--- config.mk ---
export PLATFORM = sky130hd
export DESIGN_NAME = fp_add_seq
export DESIGN_NICKNAME = d
export VERILOG_FILES = /design/src/rtl/fp_pkg.sv /design/src/rtl/lzc_24.sv /design/src/rtl/fp_add_seq.sv
export SDC_FILE = /design/constraint.sdc
export NUM_CORES = 1
export LEC_CHECK = 0
export ABC_CLOCK_PERIOD_IN_PS = 7090
export CAP_MARGIN = 10
export CELL_PAD_IN_SITES_DETAIL_PLACEMENT = 1
export CELL_PAD_IN_SITES_GLOBAL_PLACEMENT = 1
export CORE_MARGIN = 10
export CORE_UTILIZATION = 39
export DETAILED_ROUTE_END_ITERATION = 7
export HOLD_SLACK_MARGIN = 0.1
export PLACE_DENSITY_LB_ADDON = 0.1
export SYNTH_ARGS = -nofsm -noshare
export SYNTH_HDL_FRONTEND = slang
export SYNTH_SLANG_ARGS = --single-unit
--- constraint.sdc ---
create_clock -name CLK -period 7.09 [get_ports CLK]
set_input_delay 1.418 -clock CLK [delete_from_list [all_inputs] [get_ports CLK]]
set_output_delay 1.418 -clock CLK [all_outputs]
set_load 0.005 [all_outputs]
--- src/rtl/fp_pkg.sv ---
// Shared types and constants for the binary32 add/subtract sequencer.
package fp_pkg;

  localparam int EXP_W   = 8;
  localparam int MAN_W   = 23;
  localparam int ADD_W   = 25;
  localparam int EXP_MAX = 255;

  // Bit positions of the binary32 fields.
  localparam int SIGN_BIT = 31;
  localparam int EXP_HI   = 30;
  localparam int EXP_LO   = 23;
  localparam int MAN_HI   = 22;

  typedef enum logic [2:0] {
    IDLE,
    ALIGN,
    ISSUE,
    RELEASE,
    NORM,
    RESP,
    WAIT_LOW
  } state_t;

endpackage

--- src/rtl/lzc_24.sv ---
// Combinational 24-bit leading-zero counter; valid is low when the input is zero.
module lzc_24 (
  input  logic [23:0] din,
  output logic [4:0]  cnt,
  output logic        valid
);

  logic found;

  // NOTE: every variable gets a default before the loop, so no latch is inferred.
  always_comb begin
    cnt   = '0;
    found = 1'b0;
    for (int i = 23; i >= 0; i--) begin
      if (!found && din[i]) begin
        cnt   = 5'(23 - i);
        found = 1'b1;
      end
    end
  end

  assign valid = |din;

endmodule

--- src/rtl/fp_add_seq.sv ---
// Binary32 add/subtract sequencer: aligns operands, drives the 25-bit adder
// over REQ/ACK, normalizes (truncating) and returns the packed sum.
module fp_add_seq
  import fp_pkg::*;
(
  input  logic        CLK,
  input  logic        RSTN,
  input  logic        REQ,
  input  logic [31:0] X,
  input  logic [31:0] Y,
  output logic [31:0] Z,
  output logic        ACK,
  output logic        ADD_REQ,
  output logic [24:0] ADD_A,
  output logic [24:0] ADD_B,
  input  logic [24:0] ADD_Z,
  input  logic        ADD_COUT,
  input  logic        ADD_ACK
);

  state_t             state;
  logic [31:0]        xr, yr;
  logic [EXP_W-1:0]   exp_big;
  logic               sign_big;
  logic               eff_sub;
  logic [ADD_W-1:0]   sum_z;
  logic               sum_cout;

  // Alignment datapath, evaluated from the captured operands during ALIGN.
  logic [EXP_W-1:0]   exp_x, exp_y, exp_b, exp_s, d;
  logic [MAN_W:0]     man_x, man_y, man_b, man_s, sm;
  logic               x_big, sign_b, eff_sub_c;

  assign exp_x = xr[EXP_HI:EXP_LO];
  assign exp_y = yr[EXP_HI:EXP_LO];
  assign man_x = (exp_x != '0) ? {1'b1, xr[MAN_HI:0]} : '0;
  assign man_y = (exp_y != '0) ? {1'b1, yr[MAN_HI:0]} : '0;

  assign x_big     = xr[EXP_HI:0] >= yr[EXP_HI:0];
  assign exp_b     = x_big ? exp_x : exp_y;
  assign exp_s     = x_big ? exp_y : exp_x;
  assign man_b     = x_big ? man_x : man_y;
  assign man_s     = x_big ? man_y : man_x;
  assign sign_b    = x_big ? xr[SIGN_BIT] : yr[SIGN_BIT];
  assign eff_sub_c = xr[SIGN_BIT] ^ yr[SIGN_BIT];
  assign d         = exp_b - exp_s;
  assign sm        = (d >= EXP_W'(MAN_W + 1)) ? '0 : (man_s >> d);

  // Normalization datapath, evaluated from the captured adder sum during NORM.
  logic [4:0]         lz;
  logic               nz;
  logic [MAN_W-1:0]   norm_man;
  logic [31:0]        z_norm;

  lzc_24 u_lzc (
    .din   (sum_z[23:0]),
    .cnt   (lz),
    .valid (nz)
  );

  always_comb begin
    z_norm   = '0;
    norm_man = sum_z[22:0] << lz;
    if (!eff_sub) begin
      // A carry out of the 24-bit mantissa field shifts the result right by one.
      if (sum_z[24] | sum_cout) begin
        if (exp_big == EXP_W'(EXP_MAX - 1))
          z_norm = {sign_big, {EXP_W{1'b1}}, {MAN_W{1'b0}}};
        else
          z_norm = {sign_big, exp_big + 8'd1, sum_z[23:1]};
      end else if (sum_z[23:0] != '0) begin
        z_norm = {sign_big, exp_big, sum_z[22:0]};
      end
    end else if (nz) begin
      if ({3'b000, lz} >= exp_big)
        z_norm = {sign_big, 31'b0};
      else
        z_norm = {sign_big, exp_big - {3'b000, lz}, norm_man};
    end
  end

  // NOTE: sequential state uses non-blocking assignments only, so every
  // register samples the pre-edge values regardless of statement order.
  always_ff @(posedge CLK or negedge RSTN) begin
    if (!RSTN) begin
      state    <= IDLE;
      xr       <= '0;
      yr       <= '0;
      exp_big  <= '0;
      sign_big <= 1'b0;
      eff_sub  <= 1'b0;
      sum_z    <= '0;
      sum_cout <= 1'b0;
      Z        <= '0;
      ACK      <= 1'b0;
      ADD_REQ  <= 1'b0;
      ADD_A    <= '0;
      ADD_B    <= '0;
    end else begin
      ACK <= 1'b0;
      case (state)
        IDLE: begin
          if (REQ) begin
            xr    <= X;
            yr    <= Y;
            state <= ALIGN;
          end
        end
        ALIGN: begin
          ADD_A    <= {1'b0, man_b};
          ADD_B    <= eff_sub_c ? (~{1'b0, sm} + 25'd1) : {1'b0, sm};
          exp_big  <= exp_b;
          sign_big <= sign_b;
          eff_sub  <= eff_sub_c;
          ADD_REQ  <= 1'b1;
          state    <= ISSUE;
        end
        ISSUE: begin
          if (ADD_ACK) begin
            sum_z    <= ADD_Z;
            sum_cout <= ADD_COUT;
            ADD_REQ  <= 1'b0;
            state    <= RELEASE;
          end
        end
        RELEASE: state <= NORM;
        NORM: begin
          Z     <= z_norm;
          ACK   <= 1'b1;
          state <= RESP;
        end
        RESP: state <= WAIT_LOW;
        WAIT_LOW: begin
          if (!REQ) state <= IDLE;
        end
        default: state <= IDLE;
      endcase
    end
  end

endmodule
==> flow_summary.yaml, run 1 <==
die:
  dieArea_um2: 44160
  die_w_um: 210.1
  core_area_um2: 35660
  start_util_pct: 39.54
  std_cell_rows: 69
  die_h_um: 210.1
  io_pins: 178
routing:
  detail_route.first_pass.iterations: 6
  drtIter0Drc: 1009
  wire_per_inst_um: 24.51
  viasPerCell: 6.067
  remaining_drc_errors: 0
  drt-total-wl_um: 55940
  detail-route-antenna-nets: 0
  via_count: 13846
yosys:
  synth.largest_area_cell: "dfrtp_1"
  synth-seq-cells: 186
  synth_top_family_by_area: "compound AO/OA/AOI/OAI gates"
  synth.area.top_cells: "dfrtp_1 33%, mux2i_1 6.0%, nand2_1 6.0%"
  synthXorXnorAreaFrac_pct: 1.304
  synthSimpleGateAreaFrac_pct: 20.22
  synthDistinctLibCells: 92
  syn_nets: 1858
  synth_edf_count: 0
  synthMuxAreaShare_pct: 12.82
  ys_seq_area_share_pct: 33.01
  avgSynthCellArea_um2: 8.183
  synth_cells: 1723
  async_reset_ff_share_pct: 100.0
  synthAdderAreaFrac_pct: 3.692
  synth_compound_area_share_pct: 23.14
  yosysWarnings: 0
  syn-cell-area_um2: 14100
  ys.flop_type: "dfrtp_1"
  netlist.area_leader.share_pct: 33.01
critical_path:
  critPathBufInv: 2
  r2r_start: "yr[26]$_DFFE_PN0P_"
  endpoint_kind: "flop"
  slowest_stage: "ha_1"
  path_max_fanout: 21
  cp.required_ns: 7.43
  path_cells: "inv_1, ha_1, nand4_2, nor4_2, a221o_1, nor3_2, nand2_2, mux2i_1, ha_2, buf_4, mux2i_1, nor2_1, o21ai_0, nand2_1, mux4_2, a2111oi_4, or2_2, ha_1, nor2b_2, nand3_1, o211a_1, o32a_1"
  slowest_delay_ns: 0.62
  rr_endpoint: "ADD_B[12]$_DFFE_PN0P_"
  crit_family: "simple AND/OR/NAND/NOR gates"
  rr_worst_depth: 22
  critical_path_arrival_ns: 6.78
  worst-setup-path-type: "flop to flop"
  r2r_slack_ns: 0.65
  critPathLaunchType: "flop"
  path_depth: 22
worst_hold_path:
  whs_endpoint: "ADD_A[9]$_DFFE_PN0P_"
  hold_path_class: "flop to flop"
  worstHoldPathCells: 2
  min_from: "ADD_A[9]$_DFFE_PN0P_"
finish:
  seq_area_um2: 4654
  drive_gt1_share_pct: 9.995
  design_area_um2: 16780
  nets: 1943
  area_growth_pct: 19.02
  n_antenna_cell: 0
  final.fill_count: 4253
  multiInputGateArea_um2: 8667
sta:
  slew_headroom_pct: 14.57
  maxSlewViolCount: 0
  finalWorstSetupSlack_ns: 0.6533
  fin_crit_ns: 6.437
  finalCritPeriodShare_pct: 90.79
  tightest_slew_ns: 1.277
  setup_viol: 0
  finalClockSkew_ns: 0.01442
  hold_violations: 0
  timing.fmax_mhz: 155.4
  hold_ws_ns: 0.4794
  tns_ns: 0
  rsz0062_at_grt: "no"
grt:
  grt_pass1_vias: 14091
  grt_pass1_wl_um: 86510
  track_usage_pct: 24.94
  grt-ovfl-total: 0
  antenna_found_initial: 0
  grt_max_degree: 101
place:
  port_buffers: 176
  dp_hpwl_um: 42040
  pre_cts_ws_ns: 0.5476
  gp_congestion: 0.9160
  place_area_um2: 16130
cts:
  insertion_delay_ns: 0.47
  clock-sinks: 186
  post_cts_buffers: 0
  numCtsBuffers: 17
  tritoncts: "done"
  cts-htree-levels: 4
  clockBufferDepth: 2
  cts-root-buf: "clkbuf_16"
  clk_pin_slew_ns: 0.08
outcome:
  status: "finished clean"
flow_run:
  cap_violations: 0
-- cell usage in the layout, fill, tap and decap left out, types with 39 or more instances in the layout --
| cell | Yosys | layout |
|---|---|---|
| dfrtp_1 | 186 | 186 |
| o21ai_0 | 125 | 124 |
| mux2_2 | 72 | 72 |
| nand2_1 | 224 | 223 |
| nor3_1 | 50 | 49 |
| inv_1 | 54 | 54 |
| nand3_1 | 51 | 51 |
| clkdlybuf4s50_1 | 0 | 175 |
| ha_1 | 40 | 39 |
| a21oi_1 | 111 | 111 |
| mux2i_1 | 85 | 84 |
| a31oi_1 | 50 | 50 |
| nor2_1 | 144 | 143 |
-- stage by stage --
stage	cells	utilization, %
floorplan	1723	-
global placement	2249	45.23
detailed placement	2249	45.23
CTS	2281	47.00
global route	2282	47.06
finish	2282	47.06
-- flip-flops by register name (all words and copies together) (netlist names) --
name,count
sum_z,25
yr,32
state,3
exp_big,8
Z,32
sum_cout,1
xr,32
eff_sub,1
ADD_REQ,1
sign_big,1
ACK,1
ADD_A,24
ADD_B,25
-- worst register-to-register path, delay by kind of cell, from the launching register on --
kind	cells	cell delay [ns]
simple gates	9	1.73
compound gates	5	1.41
fa+ha+maj	3	1.39
mux	3	0.91
buf+inv	2	0.49
flops	1	0.40
-- cell type report --
class                           count  share of cell area, %
Clock buffer                       19                  2.639
Clock inverter                     13                  1.126
Inverter                           56                  1.253
Multi-Input combinational cell   1337                  51.65
Sequential cell                   186                  27.74
Tap cell                          461                  3.437
Timing Repair Buffer              210                  12.16
-- synth_stat cells (all sizes together) (14+ instances only) --
cell,n
xnor2,14
nand4,20
and3,20
ha,40
clkbuf,98
nor4,22
mux2i,85
a21oi,111
nor2,145
nand2,225
dfrtp,186
o21ai,138
inv,55
a211oi,19
nor3,51
nand3,51
mux2,73
o22ai,18
o221ai,15
a31oi,50
and2,17
buf,46
o31ai,18
o211ai,20
-- layer usage --
layer  global-route usage (%)  up-vias  part of all wire [%]
met5                        0        -                     0
met4                    7.120        0                   2.0
met3                    5.475       55                   6.3
met2                    38.60      435                    45
met1                    34.24     6877                    47
li1                         -     6479                     -
-- worst max-delay path by stage --
stage                  startpoint               endpoint  slack [ns]
2_1_floorplan  yr[24]$_DFFE_PN0P_  ADD_B[12]$_DFFE_PN0P_        0.37
3_3_place_gp   xr[26]$_DFFE_PN0P_  ADD_B[12]$_DFFE_PN0P_        0.73
4_1_cts        yr[26]$_DFFE_PN0P_  ADD_B[12]$_DFFE_PN0P_        0.50
3_5_place_dp   yr[26]$_DFFE_PN0P_  ADD_B[12]$_DFFE_PN0P_        0.55
5_1_grt        yr[26]$_DFFE_PN0P_  ADD_B[12]$_DFFE_PN0P_        0.18
6_report       yr[26]$_DFFE_PN0P_  ADD_B[12]$_DFFE_PN0P_        0.65
-- logic make-up (layout without fill, tap and decap cells) --
kind of cell,count (synthesis),after routing
buf+inv,200,298
other cells,1,1
mux,164,164
xor+xnor,21,21
flops,186,186
simple gates,605,605
compound gates,505,505
fa+ha+maj,41,41
-- repair_timing --
item,CTS,global route
endpoints found under the setup margin,0,1
gates resized for setup,0,2
hold buffers,0,0
Power of run 1 is left out: the tool's default activity adds up to more than one toggle a clock period on the data nets, which glitch-free logic cannot reach.
==> run 2, diff against run 1 <==
--- a/config.mk
+++ b/config.mk
@@ -8,9 +8,10 @@
 export ABC_CLOCK_PERIOD_IN_PS = 7090
 export CAP_MARGIN = 10
 export CELL_PAD_IN_SITES_DETAIL_PLACEMENT = 1
-export CELL_PAD_IN_SITES_GLOBAL_PLACEMENT = 1
+export CELL_PAD_IN_SITES_GLOBAL_PLACEMENT = 2
+export CORE_ASPECT_RATIO = 0.7
 export CORE_MARGIN = 10
-export CORE_UTILIZATION = 39
+export CORE_UTILIZATION = 31
 export DETAILED_ROUTE_END_ITERATION = 7
 export HOLD_SLACK_MARGIN = 0.1
 export PLACE_DENSITY_LB_ADDON = 0.1
==> run 2 against run 1 <==
  * First-iteration DRC count rose by 19%
  * Utilization fell by 9.3 points
  * Hold slack improved by 0.0039 ns
  * Clock-buffer cell count fell by 1
  * Die area rose by 24%
  * Wire length rose by 12%
  * Worst setup slack got worse by 0.24 ns
  * Register-to-register slack got worse by 0.24 ns
  * Critical path type unchanged
  * Critical endpoint unchanged
==> flow_summary.yaml, run 2 (synthesis results as in run 1) <==
routing:
  remaining_drc_errors: 0
  drtIter0Drc: 1196
  via_count: 14192
  detail-route-antenna-nets: 0
  wire_per_inst_um: 25.78
  drt-total-wl_um: 62850
  viasPerCell: 5.821
  detail_route.first_pass.iterations: 5
cts:
  insertion_delay_ns: 0.49
  numCtsBuffers: 17
  clk_pin_slew_ns: 0.09
  clockBufferDepth: 2
  holdBufCountCts: 0
  cts_resized: 0
  cts-root-buf: "clkbuf_16"
  tritoncts: "done"
  cts-htree-levels: 4
  post_cts_buffers: 0
  clock-sinks: 186
sta:
  tightest_slew_ns: 1.168
  hold_violations: 0
  finalCritPeriodShare_pct: 94.10
  finalWorstSetupSlack_ns: 0.4183
  rsz0062_at_grt: "no"
  setup_viol: 0
  tns_ns: 0
  timing.fmax_mhz: 149.9
  maxSlewViolCount: 0
  slew_headroom_pct: 21.77
  finalClockSkew_ns: 0.01862
  fin_crit_ns: 6.672
worst_hold_path:
  hold_path_class: "flop to flop"
grt:
  grt_pass1_wl_um: 94510
  grt_pass1_vias: 14144
  grt-ovfl-total: 0
  track_usage_pct: 22.86
  grt_max_degree: 91
  antenna_found_initial: 1
finish:
  final.fill_count: 5303
  seq_area_um2: 4654
  multiInputGateArea_um2: 8672
  final_cells: 2438
  area_growth_pct: 20.55
  final_cell_mix: "223 x nand2_1, 186 x dfrtp_1, 175 x clkdlybuf4s50_1"
  drive_gt1_share_pct: 10.63
  layout_commonest_cell: "nand2_1"
  nets: 1956
  final_core_util_pct: 37.79
  largestRegisters: "Z (32), xr (32), yr (32)"
outcome:
  status: "finished clean"
critical_path:
  slowest_stage: "nor4_1"
  critPathLaunchType: "flop"
  cp.required_ns: 7.48
  critPathBufInv: 2
  slowest_delay_ns: 0.85
  crit_path_frequent_cell: "mux2i_1"
  crit_family: "simple AND/OR/NAND/NOR gates"
  path_cells: "inv_1, ha_1, nand4_1, nor4_1, a221o_1, nor3_2, nand2_2, mux2i_1, ha_2, buf_12, mux2i_1, nor3_1, a21oi_1, mux2i_1, o21ai_0, a21oi_1, a2111oi_1, or2_2, ha_1, nor2b_2, nand3_1, o211a_1, o32a_1"
  worst-setup-path-type: "flop to flop"
  critical_path_arrival_ns: 7.06
  path_max_fanout: 33
  endpoint_kind: "flop"
die:
  core_area_um2: 44970
  dieArea_um2: 54550
  io_pins: 178
  die_w_um: 274.9
  die_h_um: 198.4
  std_cell_rows: 65
  start_util_pct: 31.35
place:
  dp_hpwl_um: 48160
  pre_cts_ws_ns: 0.3447
  dp.cells: 2405
  port_buffers: 176
  gp_congestion: 0.8859
flow_run:
  cap_violations: 0
[run 2: cell count changes in the layout (fill, tap and decap cells not counted), sizes merged]
cell	before	now
buf	34	47
clkbuf	20	19
clkinv	5	4
diode	0	1
inv	58	59
clkinvlp	2	7
bufinv	4	0
[run 2: final cells by class]
| class | instances | area share, % |
|---|---|---|
| Inverter | 56 | 1.237 |
| Sequential cell | 186 | 27.38 |
| Timing Repair Buffer | 223 | 12.54 |
| Clock inverter | 14 | 0.7876 |
| Multi-Input combinational cell | 1337 | 51.02 |
| Tap cell | 603 | 4.439 |
| Antenna cell | 1 | 0.01472 |
| Clock buffer | 18 | 2.584 |
[run 2: per-stage QoR]
| stage | cell area [µm²] | hold WS (ns) |
|---|---|---|
| after global placement | 16410 | 0.4649 |
| after floorplan | 14100 | 0.4668 |
| final | 17000 | 0.4833 |
| after detailed placement | 16410 | 0.4704 |
| after CTS | 16980 | 0.4869 |
| after global routing | 17000 | 0.5169 |
[run 2: layer usage]
layer,part of all wire (%),vias up,global-route usage [%]
met1,53,7268,36.39
met5,0,-,0
li1,-,6483,-
met3,6.1,44,4.487
met2,39,397,30.42
met4,1.0,0,4.725
[run 2: final timing paths]
check | startpoint | endpoint | slack (ns) | cells after the start
min in group asynchronous | RSTN | xr[20]$_DFFE_PN0P_ | 0.91 | 1
worst max register to register | yr[4]$_DFFE_PN0P_ | ADD_B[12]$_DFFE_PN0P_ | 0.42 | 23
worst min-delay path | ADD_A[9]$_DFFE_PN0P_ | ADD_A[9]$_DFFE_PN0P_ | 0.48 | 2
max in group asynchronous | RSTN | ACK$_DFF_PN0_ | 4.81 | 2
worst min register to register | ADD_A[9]$_DFFE_PN0P_ | ADD_A[9]$_DFFE_PN0P_ | 0.48 | 2
worst max-delay path | yr[4]$_DFFE_PN0P_ | ADD_B[12]$_DFFE_PN0P_ | 0.42 | 23
[run 2: worst reg2reg max path, cell delays in order, from the launching register on]
cell	delay (ns)
dfrtp_1	0.43
inv_1	0.08
ha_1	0.30
nand4_1	0.23
nor4_1	0.85
a221o_1	0.36
nor3_2	0.07
nand2_2	0.10
mux2i_1	0.08
ha_2	0.51
buf_12	0.27
mux2i_1	0.38
nor3_1	0.08
a21oi_1	0.16
mux2i_1	0.17
o21ai_0	0.22
a21oi_1	0.13
a2111oi_1	0.54
or2_2	0.22
ha_1	0.19
nor2b_2	0.40
nand3_1	0.22
o211a_1	0.27
o32a_1	0.31
Power of run 2 is left out for the same reason.
